`src/rtl/ring_pkg.sv`:
```
// Shared types and helpers for the one-hot ring monitor.
package ring_pkg;

  // Helpers operate on a fixed wide vector; callers zero-extend and pass the real width.
  localparam int unsigned MaxN = 64;

  typedef enum logic [1:0] {
    HUNT,
    LOCKED,
    FAULT
  } state_e;

  function automatic logic onehot(input logic [MaxN-1:0] x);
    return (x != '0) && ((x & (x - MaxN'(1))) == '0);
  endfunction

  // Rotate the low n bits left by one; bits at and above n are cleared.
  function automatic logic [MaxN-1:0] rotl(input logic [MaxN-1:0] x, input int unsigned n);
    logic [MaxN-1:0] mask;
    mask = (n >= MaxN) ? '1 : ((MaxN'(1) << n) - MaxN'(1));
    return ((x << 1) | ((x >> (n - 1)) & MaxN'(1))) & mask;
  endfunction

endpackage

```
`src/rtl/ring_monitor_if.sv`:
```
// Ring sample in, status/position/revolution/fault reporting out.
interface ring_monitor_if #(
  parameter int unsigned N     = 4,
  parameter int unsigned REV_W = 8
);
  localparam int unsigned IW = (N > 1) ? $clog2(N) : 1;

  logic [N-1:0]     ring_i;
  logic             err_clr_i;
  logic [IW-1:0]    idx_o;
  logic             valid_o;
  logic             locked_o;
  logic [REV_W-1:0] rev_o;
  logic             err_o;
  logic             resync_o;

  modport master (
    output ring_i, err_clr_i,
    input  idx_o, valid_o, locked_o, rev_o, err_o, resync_o
  );

  modport slave (
    input  ring_i, err_clr_i,
    output idx_o, valid_o, locked_o, rev_o, err_o, resync_o
  );
endinterface

```
`src/rtl/onehot_enc.sv`:
```
// Combinational one-hot to binary encoder; valid_o flags exactly one bit set.
module onehot_enc
  import ring_pkg::*;
#(
  parameter int unsigned N = 4,
  localparam int unsigned IW = (N > 1) ? $clog2(N) : 1
) (
  input  logic [N-1:0]  vec_i,
  output logic [IW-1:0] idx_o,
  output logic          valid_o
);

  assign valid_o = onehot(MaxN'(vec_i));

  // OR of set-bit positions; only meaningful when valid_o is high.
  always_comb begin
    idx_o = '0;
    for (int i = 0; i < N; i++) begin
      if (vec_i[i]) idx_o = idx_o | IW'(i);
    end
  end

endmodule

```
`src/rtl/ring_monitor.sv`:
```
// Receive-side checker for a one-hot ring counter: lock tracking, revolution
// counting, sticky fault flag and a one-cycle resync request.
module ring_monitor
  import ring_pkg::*;
#(
  parameter int unsigned N        = 4,
  parameter int unsigned LOCK_CNT = 2,
  parameter int unsigned REV_W    = 8
) (
  input  logic          clk_i,
  input  logic          clr_i,
  ring_monitor_if.slave bus
);

  localparam int unsigned IW = (N > 1) ? $clog2(N) : 1;
  localparam int unsigned CW = $clog2(LOCK_CNT + 1);

  logic [N-1:0]     ring, prev_q;
  state_e           state_q;
  logic [CW-1:0]    lock_cnt_q;
  logic [IW-1:0]    idx_q, enc_idx;
  logic             valid_q, enc_valid;
  logic             locked_q, err_q, resync_q;
  logic [REV_W-1:0] rev_q;
  logic             good, wrap;

  assign ring = bus.ring_i;

  onehot_enc #(.N(N)) u_enc (
    .vec_i   (ring),
    .idx_o   (enc_idx),
    .valid_o (enc_valid)
  );

  assign good = onehot(MaxN'(ring)) && onehot(MaxN'(prev_q)) &&
                ((ring == prev_q) || (ring == N'(rotl(MaxN'(prev_q), N))));
  assign wrap = good && prev_q[N-1] && ring[0] && (ring != prev_q);

  always_ff @(posedge clk_i or posedge clr_i) begin
    if (clr_i) begin
      prev_q     <= '0;
      state_q    <= HUNT;
      lock_cnt_q <= '0;
      idx_q      <= '0;
      valid_q    <= 1'b0;
      locked_q   <= 1'b0;
      err_q      <= 1'b0;
      resync_q   <= 1'b0;
      rev_q      <= '0;
    end else begin
      prev_q   <= ring;
      resync_q <= 1'b0;
      valid_q  <= enc_valid;
      if (enc_valid) idx_q <= enc_idx;
      if (bus.err_clr_i) err_q <= 1'b0;

      unique case (state_q)
        HUNT: begin
          if (!good) begin
            lock_cnt_q <= '0;
          end else if (lock_cnt_q == CW'(LOCK_CNT - 1)) begin
            state_q    <= LOCKED;
            locked_q   <= 1'b1;
            lock_cnt_q <= '0;
          end else begin
            lock_cnt_q <= lock_cnt_q + CW'(1);
          end
        end
        LOCKED: begin
          // A fault seen on the same edge as err_clr_i overrides the clear above.
          if (!good) begin
            state_q  <= FAULT;
            locked_q <= 1'b0;
            err_q    <= 1'b1;
            resync_q <= 1'b1;
          end else if (wrap) begin
            rev_q <= rev_q + REV_W'(1);
          end
        end
        FAULT: begin
          state_q    <= HUNT;
          lock_cnt_q <= '0;
        end
        default: begin
          state_q    <= HUNT;
          locked_q   <= 1'b0;
          lock_cnt_q <= '0;
        end
      endcase
    end
  end

  assign bus.idx_o    = idx_q;
  assign bus.valid_o  = valid_q;
  assign bus.locked_o = locked_q;
  assign bus.rev_o    = rev_q;
  assign bus.err_o    = err_q;
  assign bus.resync_o = resync_q;

endmodule

```
`src/flat_wrapper.sv`:
```
// flat-port wrapper written by rule: the top's interface ports become plain ports
module ring_monitor_flat import ring_pkg::*;
#(
  parameter int unsigned N        = 4,
  parameter int unsigned LOCK_CNT = 2,
  parameter int unsigned REV_W    = 8
)
  (clk_i, clr_i, bus_ring_i, bus_err_clr_i, bus_idx_o, bus_valid_o, bus_locked_o, bus_rev_o, bus_err_o, bus_resync_o);
  ring_monitor_if #(.N(N), .REV_W(REV_W)) bus_i ();
  input  logic clk_i;
  input  logic clr_i;
  input wire logic [$bits(bus_i.ring_i)-1:0] bus_ring_i;
  input wire logic [$bits(bus_i.err_clr_i)-1:0] bus_err_clr_i;
  output wire logic [$bits(bus_i.idx_o)-1:0] bus_idx_o;
  output wire logic [$bits(bus_i.valid_o)-1:0] bus_valid_o;
  output wire logic [$bits(bus_i.locked_o)-1:0] bus_locked_o;
  output wire logic [$bits(bus_i.rev_o)-1:0] bus_rev_o;
  output wire logic [$bits(bus_i.err_o)-1:0] bus_err_o;
  output wire logic [$bits(bus_i.resync_o)-1:0] bus_resync_o;
  assign bus_i.ring_i = bus_ring_i;
  assign bus_i.err_clr_i = bus_err_clr_i;
  assign bus_idx_o = bus_i.idx_o;
  assign bus_valid_o = bus_i.valid_o;
  assign bus_locked_o = bus_i.locked_o;
  assign bus_rev_o = bus_i.rev_o;
  assign bus_err_o = bus_i.err_o;
  assign bus_resync_o = bus_i.resync_o;
  ring_monitor #(.N(N), .LOCK_CNT(LOCK_CNT), .REV_W(REV_W)) u_core (.clk_i(clk_i), .clr_i(clr_i), .bus(bus_i));
endmodule
```
`config.mk`:
```
export PLATFORM = sky130hd
export DESIGN_NAME = ring_monitor_flat
export DESIGN_NICKNAME = d
export VERILOG_FILES = /design/src/rtl/ring_pkg.sv /design/src/rtl/ring_monitor_if.sv /design/src/rtl/onehot_enc.sv /design/src/rtl/ring_monitor.sv /design/src/flat_wrapper.sv
export SDC_FILE = /design/constraint.sdc
export NUM_CORES = 1
export LEC_CHECK = 0
export CAP_MARGIN = 20
export CORE_MARGIN = 2
export CORE_UTILIZATION = 65
export DETAILED_ROUTE_END_ITERATION = 7
export DONT_BUFFER_PORTS = 1
export PLACE_DENSITY = 0.88
export SKIP_CTS_REPAIR_TIMING = 1
export SYNTH_ARGS = -nofsm -noshare
export SYNTH_HDL_FRONTEND = slang
export SYNTH_SLANG_ARGS = --single-unit
```
`constraint.sdc`:
```
create_clock -name clk_i -period 2.65 [get_ports clk_i]
set_input_delay 0.3975 -clock clk_i [delete_from_list [all_inputs] [get_ports clk_i]]
set_output_delay 0.3975 -clock clk_i [all_outputs]
set_load 0.01 [all_outputs]
```
Word level (Yosys, flattened, before mapping)
Index checks and enable logic that the tools add are counted.
- flip-flop bits (word level): 22
- input bits: 7
- output and inout port bits: 14
- logic and storage cells: 61
- add/sub/neg operators: 4
- eq/ne operators: 9
- mux-type cells: 19
- bitwise logic cells: 4
- reductions and logical operators: 16
- operators by type and width (cell ; number):
    AND 4 x 64 -> 64 bit ; 2
    zero test 64 bit ; 2
    2-to-1 mux 2 bit ; 7
    subtractor 4 x 1 -> 5 bit, second input constant ; 2
    2-to-1 mux 1 bit ; 9
    adder 8 x 1 -> 8 bit, second input constant ; 1
    equality test 4 bit ; 2
    one-hot mux 2 bit (2 select lines) ; 2
    nonzero test 4 bit ; 2
    logical AND 1 bit ; 7
    AND reduction 3 bit ; 2
    equality test 2 x 1 -> 1 bit, second input constant ; 2
    inequality test 2 x 1 -> 1 bit, second input constant ; 2
    inequality test 4 bit ; 1
    bitwise OR 4 x 1 -> 4 bit ; 1
    AND reduction 4 bit ; 1
    one-hot mux 1 bit (3 select lines) ; 1
    adder 2 x 1 -> 2 bit, second input constant ; 1
    equality test 2 bit, second input constant ; 1
    zero test 2 bit ; 1
    inequality test 2 bit, second input constant ; 1
    logical OR 1 bit ; 1
    inverter 1 bit ; 1

Longest topological paths before layout
Gate-level depths: netlist (run 1).
- depth in word-level cells: 10
- gate-level depth with buffers: 6
- gate-level depth less buffers: 5

By module
A second synthesis (run 1) with hierarchy kept.
- cells, all modules: 91
- area total of the unflattened synthesis: 1083.5 µm²
- modules (own cells, without submodules) (module ; instances ; cells an instance ; area an instance (µm²) ; sequential area each (µm²)):
    ring_monitor ; 1 ; 85 ; 1033.5 ; 550.5
    onehot_enc ; 1 ; 6 ; 50.0 ; 0.0

Worst setup path before layout (run 1)
OpenSTA, ideal clock, no wires.
- path kind: reg2reg
- start: reg u_core.prev_q[3]
- end: reg u_core.rev_q[1] (netlist: u_core.bus.rev_o[1])
- setup time: 0.125 ns
- data arrival time: 1.628 ns
- required time: 2.525 ns
- slack: 0.897 ns
- cell stages (with the launch flop): 6
- buffers on the path: 1
- period minus slack after synthesis: 1.753 ns
- cells stage by stage: dfrtp_1 -> buf_6 -> nor4b_2 -> a211oi_2 -> nor4b_4 -> mux2_2
- cells in the longest elaborated chain, start to end: 10
- elaborated cells on any way between the ends: 16
- those cells by class: add/sub: 1; eq/ne: 3; bitwise: 2; reduce/logical: 10
- ends and longest elaborated chain (item ; line ; source):
    from (decl) ; ring_monitor.sv:18 ; logic [N-1:0] ring, prev_q;
    from (signal assigned) ; ring_monitor.sv:51 ; prev_q <= ring;
    subtractor 4 x 1 -> 5 bit ; ring_pkg.sv:14 ; return (x != '0) && ((x & (x - MaxN'(1))) == '0);
    AND 4 x 64 -> 64 bit ; ring_pkg.sv:14 ;
    zero test 64 bit ; ring_pkg.sv:14 ;
    logical AND 1 bit ; ring_pkg.sv:14 ;
    logical AND 1 bit (2 in a row) ; ring_monitor.sv:35 ; assign good = onehot(MaxN'(ring)) && onehot(MaxN'(prev_q)) &&
    logical AND 1 bit (3 in a row) ; ring_monitor.sv:37 ; assign wrap = good && prev_q[N-1] && ring[0] && (ring != prev_q);
    AND reduction 3 bit (no source line) (*) ; -- ;
    to (signal assigned) ; ring_monitor.sv:77 ; rev_q <= rev_q + REV_W'(1);
    to (decl) ; ring_monitor.sv:24 ; logic [REV_W-1:0] rev_q;
Every way passes the cells marked *; elsewhere a longest branch is shown, timed or not.
A chain may end at the register's enable or synchronous reset.

Final worst setup path (run 1)
Same ends and word-level chain as after synthesis.

==> impl_results.md, run 1 <==
- Sequential power share: 0.653
- Top post-synthesis cells by count: dfrtp_1, xnor2_1, nor2_1
- Most frequent cell after synthesis: dfrtp_1
- GRT Util Overall: 0.216
- Cell area after layout: 1080 um2
- Outcome: finished clean
- Worst r2r src: u_core.prev_q[3]
- Worst IR drop on VDD: roughly 0.00038 V
- Reg2reg path depth: 4
- Synthesized area: approximately 1100 um2
- I/O Buffers: 0
- Core Rows: 14
- Slew at the pin closest to its max-slew limit: a little over 0.8 ns
- Cell variety after synth: 32
- Die Width: around 45 um
- CTS Buffer Depth: 2
- Dpl cells: roughly 110
- Worst hold path type: primary input to flip-flop
- Reg-to-Reg End: u_core.bus.rev_o[1]
- CTS Sinks: 22
- Drt first pass iters: 4
- Post-route ant nets: 0
- CP startpoint kind: flip-flop
- Maxcap violations: 0
- Sequential share of the synthesized area: 0.513
- Final setup violation count: 0
- Number of antenna diodes: 0
- Final wirelength: ~1800 um
- Critical path, cell by cell: nor4b_2 -> a211oi_2 -> nor4b_4 -> mux2_2
- Vias in the first global route: a little over 700
- Non-Filler Instances: 108
- Critical path's largest stage delay: a little under 0.5 ns
- Max-slew violation count: 0
- Hold_sp: bus_ring_i[3]
- Dpl ws: between 0.8 and 0.9 ns
- Crit-path max FO: 8
- GR Overflow Total: 0
- # IOs: 21
- Post-synth EDFFs: 0
- Largest net degree at the start of global routing: 23
- DPL Wire Length: 1320 um
- Worst path arrival time: between 2 and 2.5 ns
- Initial antenna violation count: 0
- Post-route minimum period: 1.84 ns
- Yosys top cell area share: 0.513
- Hold Vio Cnt, Final: 0
- Final setup TNS: 0 ns
- TritonCTS Buffers: 3
- Area Overhead vs Synth: 0.817%
- Die Area: 1990 um2
- Area leader, netlist: dfrtp_1
- Worst path slowest cell: dfrtp_1
- P_sw: 147 uW
- Clk_lat worst skew: 0.31 ns
- Initial Util: 0.704
- Async S/R FF share, synth: 1.00
- R2r setup slk: between 0.8 and 0.9 ns
- Syn Area/Cell: around 11 um2
- Filler cell count: around 110
- DR WL/cell: between 15 and 20 um
- Setup crit start: u_core.prev_q[3]
- Number of remaining DRC errors: 0
- Power share of the clock group: 0.259
- Setup slack after layout: slightly above 0.8 ns
- Internal: between 400 and 500 uW
- Share of post-route cells with drive strength above 1: 0.0978
- Top cells by area, synth: dfrtp_1, xnor2_1, nand4_1, nor4b_2, nor2_1
- Crit Path Category: flip-flop to flip-flop
- Period Utilization, post-route: 0.694
- Worst-path clk slew: 0.11 ns
- Global placer's final weighted congestion: around 0.65
- Global-route wire length before repair: 3060 um
- Area of the multi-input gates: 469 um2
- Via count: 665
- CTS H-tree lvls: 1
- Drt via density: 6.16
- TritonCTS clock tree: done
- RSZ-0062 raised after global routing: no
- Yosys warns: 0
- Clk root buf: clkbuf_4
- FF+latch count, synth: 22
- Placeable Area: 1520 um2
- Peak Freq: around 0.54 GHz
- Register Area: between 500 and 600 um2
- Gate count of the mapped netlist: 94
- NumNets Final: slightly above 100
- Initial DRC count: 3
- Static leakage: slightly below 0.5 nW
- Sw frac: 0.254
- Clock Skew: approximately 0.0028 ns
- PwrDens: 536 nW/um2
- Area after DPL: between 1000 and 1500 um2
- Worst Path Required: about 2.9 ns
- Combinational share of power: 0.089
- CP endpoint: u_core.bus.rev_o[1]
- Top_reg_cell synth: dfrtp_1
- Mapped Nets: between 100 and 150
- Setup crit end kind: flip-flop
- Die Y: about 45 um
- Relative slew slack: 0.461
==> layout make-up <==
cell class / count / share of cell area
tap: 16 / 0.0185
clock buffer: 3 / 0.0208
sequential: 22 / 0.509
multi-input combinational: 62 / 0.434
inverter: 5 / 0.0174
==> registers in the layout, summed over array words and instances (netlist names) <==
register	cells
u_core.bus.rev_o	8
u_core.prev_q	4
u_core.bus.idx_o	2
u_core.lock_cnt_q	2
u_core.state_q	2
u_core.bus.err_o	1
u_core.bus.locked_o	1
u_core.bus.resync_o	1
u_core.bus.valid_o	1
==> how the worst min path moves through the flow <==
stage                             endpoint  slack, ns  cells after the start
after CTS                 u_core.prev_q[2]       0.10                      0
after global routing      u_core.prev_q[3]        0.1                      0
after global placement    u_core.prev_q[2]       0.43                      0
final                     u_core.prev_q[3]       0.10                      0
after floorplan           u_core.bus.err_o       0.39                      1
after detailed placement  u_core.prev_q[2]       0.43                      0
==> routing by layer <==
layer	track usage	vias to the layer above	routed length, um
met2	0.351	14	921
met3	0.0367	5	67
li1	-	315	-
met4	0.121	0	42
met1	0.273	331	774
met5	0	-	0
==> worst max-delay path, delay by kind of cell (launching register included) <==
family / cells / cell delay [ns]
and+or+nand+nor: 2 / 0.76
DFF: 1 / 0.49
muxes: 1 / 0.38
AOI/OAI and AO/OA: 1 / 0.10
==> power by group through the flow <==
stage / Clock (mW) / Combinational [mW] / Sequential [mW]
6_report: 0.150 / 0.0513 / 0.378
3_5_place_dp: 0 / 0.0516 / 0.385
2_1_floorplan: 0 / 0.0550 / 0.377
4_1_cts: 0.148 / 0.0519 / 0.378
5_1_grt: 0.157 / 0.0589 / 0.379
3_3_place_gp: 0 / 0.0488 / 0.383
==> metrics by stage <==
step | util | hold slack (ns) | power (mW)
after CTS | 0.709 | 0.102 | 0.578
after detailed placement | 0.695 | 0.429 | 0.437
after global routing | 0.709 | 0.0954 | 0.595
after global placement | 0.695 | 0.429 | 0.431
after floorplan | - | 0.387 | 0.432
final | 0.709 | 0.102 | 0.579
==> placed cells by master, fill, tap and decap left out, types with 2 or more instances in the layout <==
cell type	instances
a21o_1	2
a21oi_1	2
and2_1	3
and3_1	2
clkbuf_4	3
dfrtp_1	22
inv_1	5
nand2_1	2
nand3_1	4
nand4_1	5
nor2_1	7
nor4b_2	2
o21ai_0	2
xnor2_1	14
xor2_1	3
==> cells by family (layout without fill, tap and decap cells) <==
family | Yosys count | after routing | synth area share
flip-flops | 22 | 22 | 0.513
multiplexers | 2 | 2 | 0.0198
AO/OA/AOI/OAI | 12 | 12 | 0.0829
buffers and inverters | 10 | 8 | 0.0490
AND/OR/NAND/NOR | 30 | 30 | 0.184
adder cells (fa/ha/maj) | 1 | 1 | 0.0117
XOR/XNOR | 17 | 17 | 0.139
Note: power is estimated with default switching activity, not from simulation.
==> run 2, diff against run 1 <==
- CORE_ASPECT_RATIO: default -> 1.5
- CORE_UTILIZATION: 65 -> 54
- PLACE_DENSITY: 0.88 -> 0.79
- clock period: 2.65 -> 1.55 ns (I/O delays scaled with it)
==> impl_results.md, run 2 (same netlist as run 1, synthesis figures left out) <==
- Slew at the pin closest to its max-slew limit: 0.286 ns
- Worst path arrival time: 1.89 ns
- Failing checks: setup timing
- Commonest cells after routing, fill and taps aside: dfrtp_1, xnor2_1, nor2_1, buf_4
- Initial DRC count: 3
- Post-route ant nets: 0
- Area of the multi-input gates: 533 um2
- Global-route wire length before repair: approximately 2800 um
- CTS Sinks: 22
- Placeable Area: between 1500 and 2000 um2
- Final core utilization: 0.685
- Most frequent CP cell: nor4b_4
- Period Utilization, post-route: 1.10
- Outcome: complete, but fails checks
- # IOs: 21
- Via count: about 720
- Sequential power share: 0.640
- Hold_ws: between 0.1 and 0.15 ns
- Critical path, cell by cell: nor4b_4 -> a211oi_2 -> nor4b_4 -> buf_6 -> mux2_4
- Drt first pass iters: 4
- Final wirelength: ~1900 um
- Drt via density: roughly 5.7
- Die Y: approximately 59 um
- Largest net degree at the start of global routing: 23
- Sw frac: 0.247
- Number of remaining DRC errors: 0
- Crit Path Category: flip-flop to flip-flop
- Crit-path max FO: 8
- TritonCTS clock tree: done
- Share of post-route cells with drive strength above 1: 0.267
- Tot Pwr: 1.01 mW
- Worst path slowest cell: dfrtp_2
- Filler cell count: 150
- TritonCTS Buffers: 3
- Cell area after layout: about 1300 um2
- PwrDens: between 700 and 800 nW/um2
- Worst Path Required: 1.74 ns
- Combinational share of power: 0.116
- Largest register FFs: 8
- Power share of the clock group: 0.244
- Peak Freq: a little under 0.6 GHz
- Clk root buf: clkbuf_4
- I/O Buffers: 0
- DR WL/cell: between 15 and 20 um
- Final setup violation count: 8
- R2r setup slk: -0.15 ns
- Area after DPL: 1150 um2
- CTS Buffer Depth: 2
- P_sw: roughly 250 uW
- Clock Skew: slightly above 0.005 ns
- Global placer's final weighted congestion: 0.733
- Die Width: 40.4 um
- GR Overflow Total: 0
- Critical path's largest stage delay: about 0.5 ns
- Core Rows: 19
- Initial Util: 0.578
- Max-slew violation count: 0
- Number of antenna diodes: 0
- Maxcap violations: 0
- Hold Vio Cnt, Final: 0
- Initial antenna violation count: 0
- Clk_lat worst skew: between 0.2 and 0.3 ns
- Die Area: about 2400 um2
- Internal: approximately 760 uW
- Non-Filler Instances: between 100 and 150
- Dpl cells: around 120
- Register Area: ~560 um2
- Worst-path clk slew: between 0.1 and 0.15 ns
- Worst hold path type: primary input to flip-flop
- Worst IR drop on VDD: 0.000505 V
- Dpl ws: -0.208 ns
- Vias in the first global route: between 600 and 700
- DPL Wire Length: 1350 um
- Setup slack after layout: -0.152 ns
- RSZ-0062 raised after global routing: yes
- NumNets Final: between 100 and 150
- Final setup TNS: -0.795 ns
- Relative slew slack: 0.808
- Setup crit end kind: flip-flop
- Area Overhead vs Synth: 18.4%
- GRT Util Overall: 0.171
- Post-route minimum period: roughly 1.7 ns
- CTS H-tree lvls: 1
- CP startpoint kind: flip-flop
- Static leakage: 0.591 nW
- Most common cell after layout, fill and taps aside: dfrtp_1
-- run 2: final timing paths --
kind / startpoint / to / cells after the start
max: u_core.prev_q[3] / u_core.bus.rev_o[1] / 5
min: bus_err_clr_i / u_core.bus.err_o / 2
max reg2reg: u_core.prev_q[3] / u_core.bus.rev_o[1] / 5
min reg2reg: u_core.bus.rev_o[7] / u_core.bus.rev_o[7] / 1
max in group asynchronous: clr_i / u_core.prev_q[1] / 3
min in group asynchronous: clr_i / u_core.lock_cnt_q[0] / 3
-- run 2: critical path: cells and delay by family, from the launching register on --
family / cells / cell delay (ns)
AOI/OAI and AO/OA: 1 / 0.08
DFF: 1 / 0.49
buffers and inverters: 1 / 0.16
and+or+nand+nor: 2 / 0.57
muxes: 1 / 0.29
-- run 2: power groups by stage --
stage          registers, mW  logic [mW]  clock network [mW]
5_1_grt                0.654       0.133               0.274
6_report               0.647       0.117               0.247
3_5_place_dp           0.659      0.0981                   0
3_3_place_gp           0.656      0.0932                   0
2_1_floorplan          0.645      0.0981                   0
4_1_cts                0.648      0.0979               0.252
-- run 2: final cells by class --
type	count	share of cell area
well taps	21	0.0207
flip-flops and latches	22	0.437
multi-input cells	62	0.420
repair buffers	13	0.0897
inverters	5	0.0148
clock buffers	3	0.0177
-- run 2: per-layer routing --
layer / track usage / vias to the layer above / share of wire
met1: 0.235 / 358 / 0.43
met5: 0 / - / 0
met3: 0.0264 / 2 / 0.035
met4: 0.0571 / 0 / 0.010
li1: - / 343 / -
met2: 0.270 / 13 / 0.53
